<file path="src/rtl/cascaded_counter_pkg.sv">
// ---------------------------------------------------------------------------
// cascaded_counter_pkg
// Shared constants for the three-stage cascaded counter: output widths,
// default moduli, and the legal modulus ranges enforced at elaboration.
// No ports (package).
// ---------------------------------------------------------------------------
package cascaded_counter_pkg;

   localparam int W1 = 4;
   localparam int W2 = 2;

   localparam int MOD1_DEFAULT = 10;
   localparam int MOD2_DEFAULT = 4;

   localparam int MOD1_MIN = 2;
   localparam int MOD1_MAX = 16;
   localparam int MOD2_MIN = 2;
   localparam int MOD2_MAX = 4;

   // True when a modulus sits inside its inclusive legal range.
   function automatic bit modInRange(input int m, input int lo, input int hi);
      return (m >= lo) && (m <= hi);
   endfunction

endpackage

</file>
<file path="src/rtl/cascaded_counter_mod_counter.sv">
// ---------------------------------------------------------------------------
// mod_counter
// Enabled modulo-MOD up-counter with a terminal-count flag.
// Ports:
//   clk   - clock, rising-edge active
//   reset - synchronous active-high clear
//   en    - advance the count on this edge
//   count - registered count value 0..MOD-1
//   tc    - en && (count == MOD-1); the edge on which the counter wraps
// Out-of-range values (>= MOD) keep counting and fall back to 0 through
// natural width overflow.
// ---------------------------------------------------------------------------
module mod_counter #(
   parameter int WIDTH = 4,
   parameter int MOD   = 10
) (
   input  logic             clk,
   input  logic             reset,
   input  logic             en,
   output logic [WIDTH-1:0] count,
   output logic             tc
);

   localparam logic [WIDTH-1:0] LAST = WIDTH'(MOD - 1);

   logic [WIDTH-1:0] countQ;
   logic [WIDTH-1:0] countD;

   // Next-count: hold unless enabled, then either wrap at LAST or step by one.
   always_comb begin
      countD = countQ;
      if (en) begin
         countD = (countQ == LAST) ? '0 : countQ + 1'b1;
      end
   end

   // Count register; reset wins over any enabled advance.
   always_ff @(posedge clk) begin
      if (reset) begin
         countQ <= '0;
      end else begin
         countQ <= countD;
      end
   end

   assign count = countQ;
   assign tc    = en && (countQ == LAST);

endmodule

</file>
<file path="src/rtl/cascaded_counter.sv">
// ---------------------------------------------------------------------------
// cascaded_counter
// Three-stage prescaler/timebase: a fine mod-MOD1 count, a coarse mod-MOD2
// count advancing once per fine wrap, and a toggle flag that flips once per
// full MOD1*MOD2 cycle (square wave of period 2*MOD1*MOD2 clocks).
// Ports:
//   clk   - clock, rising-edge active
//   reset - synchronous active-high reset, clears all stages
//   out1  - stage-1 count (registered)
//   out2  - stage-2 count (registered)
//   out3  - stage-3 toggle flag (registered)
// ---------------------------------------------------------------------------
module cascaded_counter
   import cascaded_counter_pkg::*;
#(
   parameter int MOD1 = MOD1_DEFAULT,
   parameter int MOD2 = MOD2_DEFAULT
) (
   input  logic          clk,
   input  logic          reset,
   output logic [W1-1:0] out1,
   output logic [W2-1:0] out2,
   output logic          out3
);

   // Refuse to elaborate with moduli the fixed output widths cannot hold.
   if (!modInRange(MOD1, MOD1_MIN, MOD1_MAX)) begin : gBadMod1
      $error("cascaded_counter: MOD1=%0d outside %0d..%0d", MOD1, MOD1_MIN, MOD1_MAX);
   end
   if (!modInRange(MOD2, MOD2_MIN, MOD2_MAX)) begin : gBadMod2
      $error("cascaded_counter: MOD2=%0d outside %0d..%0d", MOD2, MOD2_MIN, MOD2_MAX);
   end

   logic tc1;
   logic tc2;
   logic out3Q;
   logic out3D;

   // Stage 1 advances every edge; its terminal count feeds stage 2.
   mod_counter #(
      .WIDTH (W1),
      .MOD   (MOD1)
   ) uStage1 (
      .clk   (clk),
      .reset (reset),
      .en    (1'b1),
      .count (out1),
      .tc    (tc1)
   );

   // Stage 2 advances once per stage-1 wrap, so its tc marks the full cycle.
   mod_counter #(
      .WIDTH (W2),
      .MOD   (MOD2)
   ) uStage2 (
      .clk   (clk),
      .reset (reset),
      .en    (tc1),
      .count (out2),
      .tc    (tc2)
   );

   // Stage 3 flips on the same edge where both lower stages wrap together.
   always_comb begin
      out3D = out3Q;
      if (tc2) begin
         out3D = ~out3Q;
      end
   end

   // Toggle flag register.
   always_ff @(posedge clk) begin
      if (reset) begin
         out3Q <= 1'b0;
      end else begin
         out3Q <= out3D;
      end
   end

   assign out3 = out3Q;

endmodule

</file>
<file path="config.mk">
export PLATFORM = sky130hd
export DESIGN_NAME = cascaded_counter
export DESIGN_NICKNAME = d
export VERILOG_FILES = /design/src/rtl/cascaded_counter_pkg.sv /design/src/rtl/cascaded_counter_mod_counter.sv /design/src/rtl/cascaded_counter.sv
export SDC_FILE = /design/constraint.sdc
export NUM_CORES = 1
export LEC_CHECK = 0
export BUFFER_PORTS_ARGS = -buffer_cell sky130_fd_sc_hd__buf_2
export CORE_AREA = 4 4 41 43
export DETAILED_ROUTE_END_ITERATION = 6
export DIE_AREA = 0 0 45 47
export PLACE_DENSITY = 0.46
export SYNTH_ARGS = -nofsm -noshare
export SYNTH_HDL_FRONTEND = slang
export SYNTH_SLANG_ARGS = --single-unit
</file>
<file path="constraint.sdc">
create_clock -name clk -period 1.3 [get_ports clk]
set_input_delay 0.26 -clock clk [delete_from_list [all_inputs] [get_ports clk]]
set_output_delay 0.26 -clock clk [all_outputs]
set_load 0.02 [all_outputs]
</file>
# Word level (Yosys, flattened, before mapping)
# Cells that the tools add are included.
# W data, S select, Z words.
[op_classes] n_addsub=2 eq_ne=2 n_mux=1 bitwise=1 n_reduce_logical=2
[op_table] op="$add A4 B1 Y4 const B" n=1
[op_table] op="$eq A4 B4 Y1 const B" n=1
[op_table] op="$add A2 B1 Y2 const B" n=1
[op_table] op="$eq A2 B2 Y1 const B" n=1
[op_table] op="$mux W2" n=1
[op_table] op="$reduce_or A2 Y1" n=1
[op_table] op="$logic_and A1 B1 Y1" n=1
[op_table] op="$not A1 Y1" n=1
[totals] regBits=7 in_bits=2 out_inout_bits=7 elab_cells=11

# Depth between registers and ports, before layout
[depth] word_depth=2 ltp_mapped=5 ltp_nobuf=5

# By module
# A second synthesis with hierarchy kept.
[hier_totals] cells_unflattened=32 hier_area_um2=317.8
[by_module_without_submodules] module="mod_counter (uStage1)" n_inst=1 cells_each=19 area_per_inst_um2=188.9 seq_area_each_um2=80.1
[by_module_without_submodules] module="mod_counter (uStage2)" n_inst=1 cells_each=9 area_per_inst_um2=92.6 seq_area_each_um2=40.0
[by_module_without_submodules] module="cascaded_counter" n_inst=1 cells_each=4 area_per_inst_um2=36.3 seq_area_each_um2=20.0

# Least setup slack after synthesis
# No wires, ideal clock.
[synth_path] path_type="register to register" startpoint="register uStage1.countQ[0], in the netlist uStage1.count[0]" endpoint="register uStage2.countQ[0], in the netlist uStage2.count[0]" setup_ps=66 arrival_time_ps=1309 required_ps=1234 slack_ps=-75 path_stages_with_launch=5 n_path_buf=0 period_less_slack_ps=1375 path_cell_list="dfxtp_1 -> ha_1 -> nand3b_4 -> or3_1 -> a21oi_2"
[synth_between] elab_chain_len=1
[synth_rtl] element="start, declared" line="cascaded_counter_mod_counter.sv:26" rtl="logic [WIDTH-1:0] countQ;"
[synth_rtl] element="start signal, assigned" line="cascaded_counter_mod_counter.sv:42" rtl="countQ <= countD;"
[synth_rtl] element="$eq A4 B4 Y1" line="cascaded_counter_mod_counter.sv:47" rtl="assign tc = en && (countQ == LAST);"
[synth_rtl] element="end signal, assigned" line="cascaded_counter_mod_counter.sv:42"
[synth_rtl] element="end, declared" line="cascaded_counter_mod_counter.sv:26"
# No other way between the ends.
# A chain may end at the register's enable or synchronous reset.

# Worst setup path in the final report
# Ends and elaborated chain as after synthesis.

==> impl_metrics.ini <==
[detailed_routing]
ant_nets = 0
drt-initial-drc-count = 1
drc = 0
drt-wirelength-per-cell_um = 10.71
via_count = 277
dr.pass1.iters = 2
viasPerCell = 4.695
drt_wl_total_um = 632

[floorplanning]
core_sq_um = 1301
die_w_um = 45
rows = 13
die_area_sq_um = 2115
die_h_um = 47
ios = 9
initial_core_util = 0.2490

[sta]
setup_viol = 0
grt_setup_unrepaired = false
finalCritPeriodShare = 0.9348
slew_headroom = 0.8275
slew_violations = 0
min_period_ns = 1.215
finalHoldViolations = 0
worst_pin_slew_ns = 0.2584
fmax_mhz = 822.9
setup_tns_ns = 0
skew_ns = 0.0006220
postLayoutSetupSlackWorst_ns = 0.08477

[final_layout]
area_growth_pct = 27.80
drive_gt1_frac = 0.3636
antennaDiodeCount = 0
final_common_cell = buf_2
nets = 50
final_cell_mix = buf_2 (8), dfxtp_1 (5), nor2_1 (3), nand2_1 (3), clkbuf_4 (3)

[job]
cap_violations = 0

[clock_tree]
clockBufferDepth = 2
cts_tree = built
cts_made_buffers = 3
cts-root-buf = clkbuf_4
htreeDepth = 1
cts_setup_buffers = 0
clk_latency_ns = 0.25
cts.sinks = 7
clk_pin_slew_ns = 0.05

[hold_path]
hold_class = input pin to flop

[yosys]
syn_area_sq_um = 324.1
seq_area_frac_synth = 0.4324
synthCells = 32
ys.warnings.count = 0
yosysUniqueCellTypes = 18
syn_area_per_cell_sq_um = 10.13
ys_ff_latch = 7
syn_nets = 37

[run_status]
outcome = finished, final reports clean

[power]
p_leak_nw = 0.2067
pwr-share-seq = 0.486
p_int_w = 0.0003615
netSwitchingFraction = 0.2556
clockPowerShare = 0.417
vdd_drop_max_v = 0.0003589
power_switching_w = 0.0001242
p_per_area_nw_per_um2 = 1173
power_frac_comb = 0.097

[global_routing]
grt_max_degree = 10
antenna_found_initial = 0
grt_pass1_wl_um = 979
grt_pass1_vias = 247
grt.total_usage = 0.07036
grt_overflow = 0

[placed_design]
dp_slack_ns = 0.06341
io_buffers = 8
globalplace.congestion = 0.6173
dp_hpwl_um = 467.9

[worst_setup_path]
cp-end-kind = flop
cp_max_fo = 6
start_kind = flop
arrival_ns = 1.41
critPathKind = flop to flop
crit_required_ns = 1.49
final cells by class:
cell class	count	area (sq um)
Fill cell	153	887.1
Multi-Input combinational cell	24	182.7
Sequential cell	7	142.6
Timing Repair Buffer	8	40.04
Clock buffer	4	26.28
Tap cell	15	18.77
Inverter	1	3.754
cells in the mapped netlist:
master	count	area, sq um
xor2_1	1	8.760
or3b_1	1	8.760
ha_1	3	37.54
inv_1	1	3.750
nand3b_1	1	7.510
nor2_1	3	11.26
nand3b_4	1	20.02
nor3_1	2	10.01
nand2_1	3	11.26
nand3_1	1	5.000
dfxtp_1	7	140.1
a31oi_1	1	6.260
or3_1	1	6.260
nand4b_1	2	17.52
nand2b_1	1	6.260
a21oi_1	1	5.000
mux2i_1	1	10.01
a21oi_2	1	8.760
path summary, 6_finish.rpt:
kind               startpoint          endpoint  slack [ns]  cells after the start
min reg2reg  uStage1.count[0]  uStage1.count[0]        0.47                      1
max          uStage1.count[0]  uStage2.count[0]        0.08                      4
min                     reset  uStage2.count[0]        0.26                      2
max reg2reg  uStage1.count[0]  uStage2.count[0]        0.08                      4
through the flow:
stage | util | std cells | hold WS, ns | cell area (sq um) | total power (W)
6_report | 0.3183 | 59 | 0.2573 | 414.1 | 0.0004857
3_3_place_gp | 0.2962 | 55 | 0.4680 | 385.4 | 0.0002864
4_1_cts | 0.3163 | 59 | 0.2573 | 411.6 | 0.0004947
3_5_place_dp | 0.2962 | 55 | 0.4671 | 385.4 | 0.0002878
2_1_floorplan | - | 32 | 0.3224 | 326.6 | 0.0002692
5_1_grt | 0.3183 | 59 | 0.2756 | 414.1 | 0.0005079
power by group through the flow:
stage               sequential [W]  combinational (W)  clock (W)
finish                    0.000236          0.0000472   0.000203
global route              0.000239          0.0000517   0.000217
CTS                       0.000236          0.0000474   0.000211
detailed placement        0.000241          0.0000472          0
global placement          0.000240          0.0000461          0
floorplan                 0.000249          0.0000201          0
registers in the layout, indices dropped and copies added, names as in the netlist:
| signal | count |
|---|---|
| uStage1.count | 4 |
| uStage2.count | 2 |
| out3 | 1 |
timing repair:
action	in CTS	in global routing
setup endpoints to repair	0	2
hold buffers	0	0
hold endpoints to repair	0	0
resized for setup	0	1
cell families after synthesis:
group / Yosys count / synth area share
mux: 1 / 0.03089
simple gates: 16 / 0.3205
xor+xnor: 1 / 0.02703
flops: 7 / 0.4324
buf+inv: 1 / 0.01157
fa+ha+maj: 3 / 0.1158
compound gates: 3 / 0.06178
routing by layer:
metal,vias to the layer above,global-route usage,share of wire
li1,137,-,-
met1,130,0.08200,0.49
met2,8,0.08757,0.42
met3,2,0.02682,0.089
met4,0,0.08772,0.0063
met5,-,0,0
critical path, stage by stage (launching register included):
cell      delay (ns)
dfxtp_2         0.37
ha_2            0.24
nand3b_4        0.10
or3_1           0.33
a21oi_2         0.12
(Power assumes the default switching activity.)
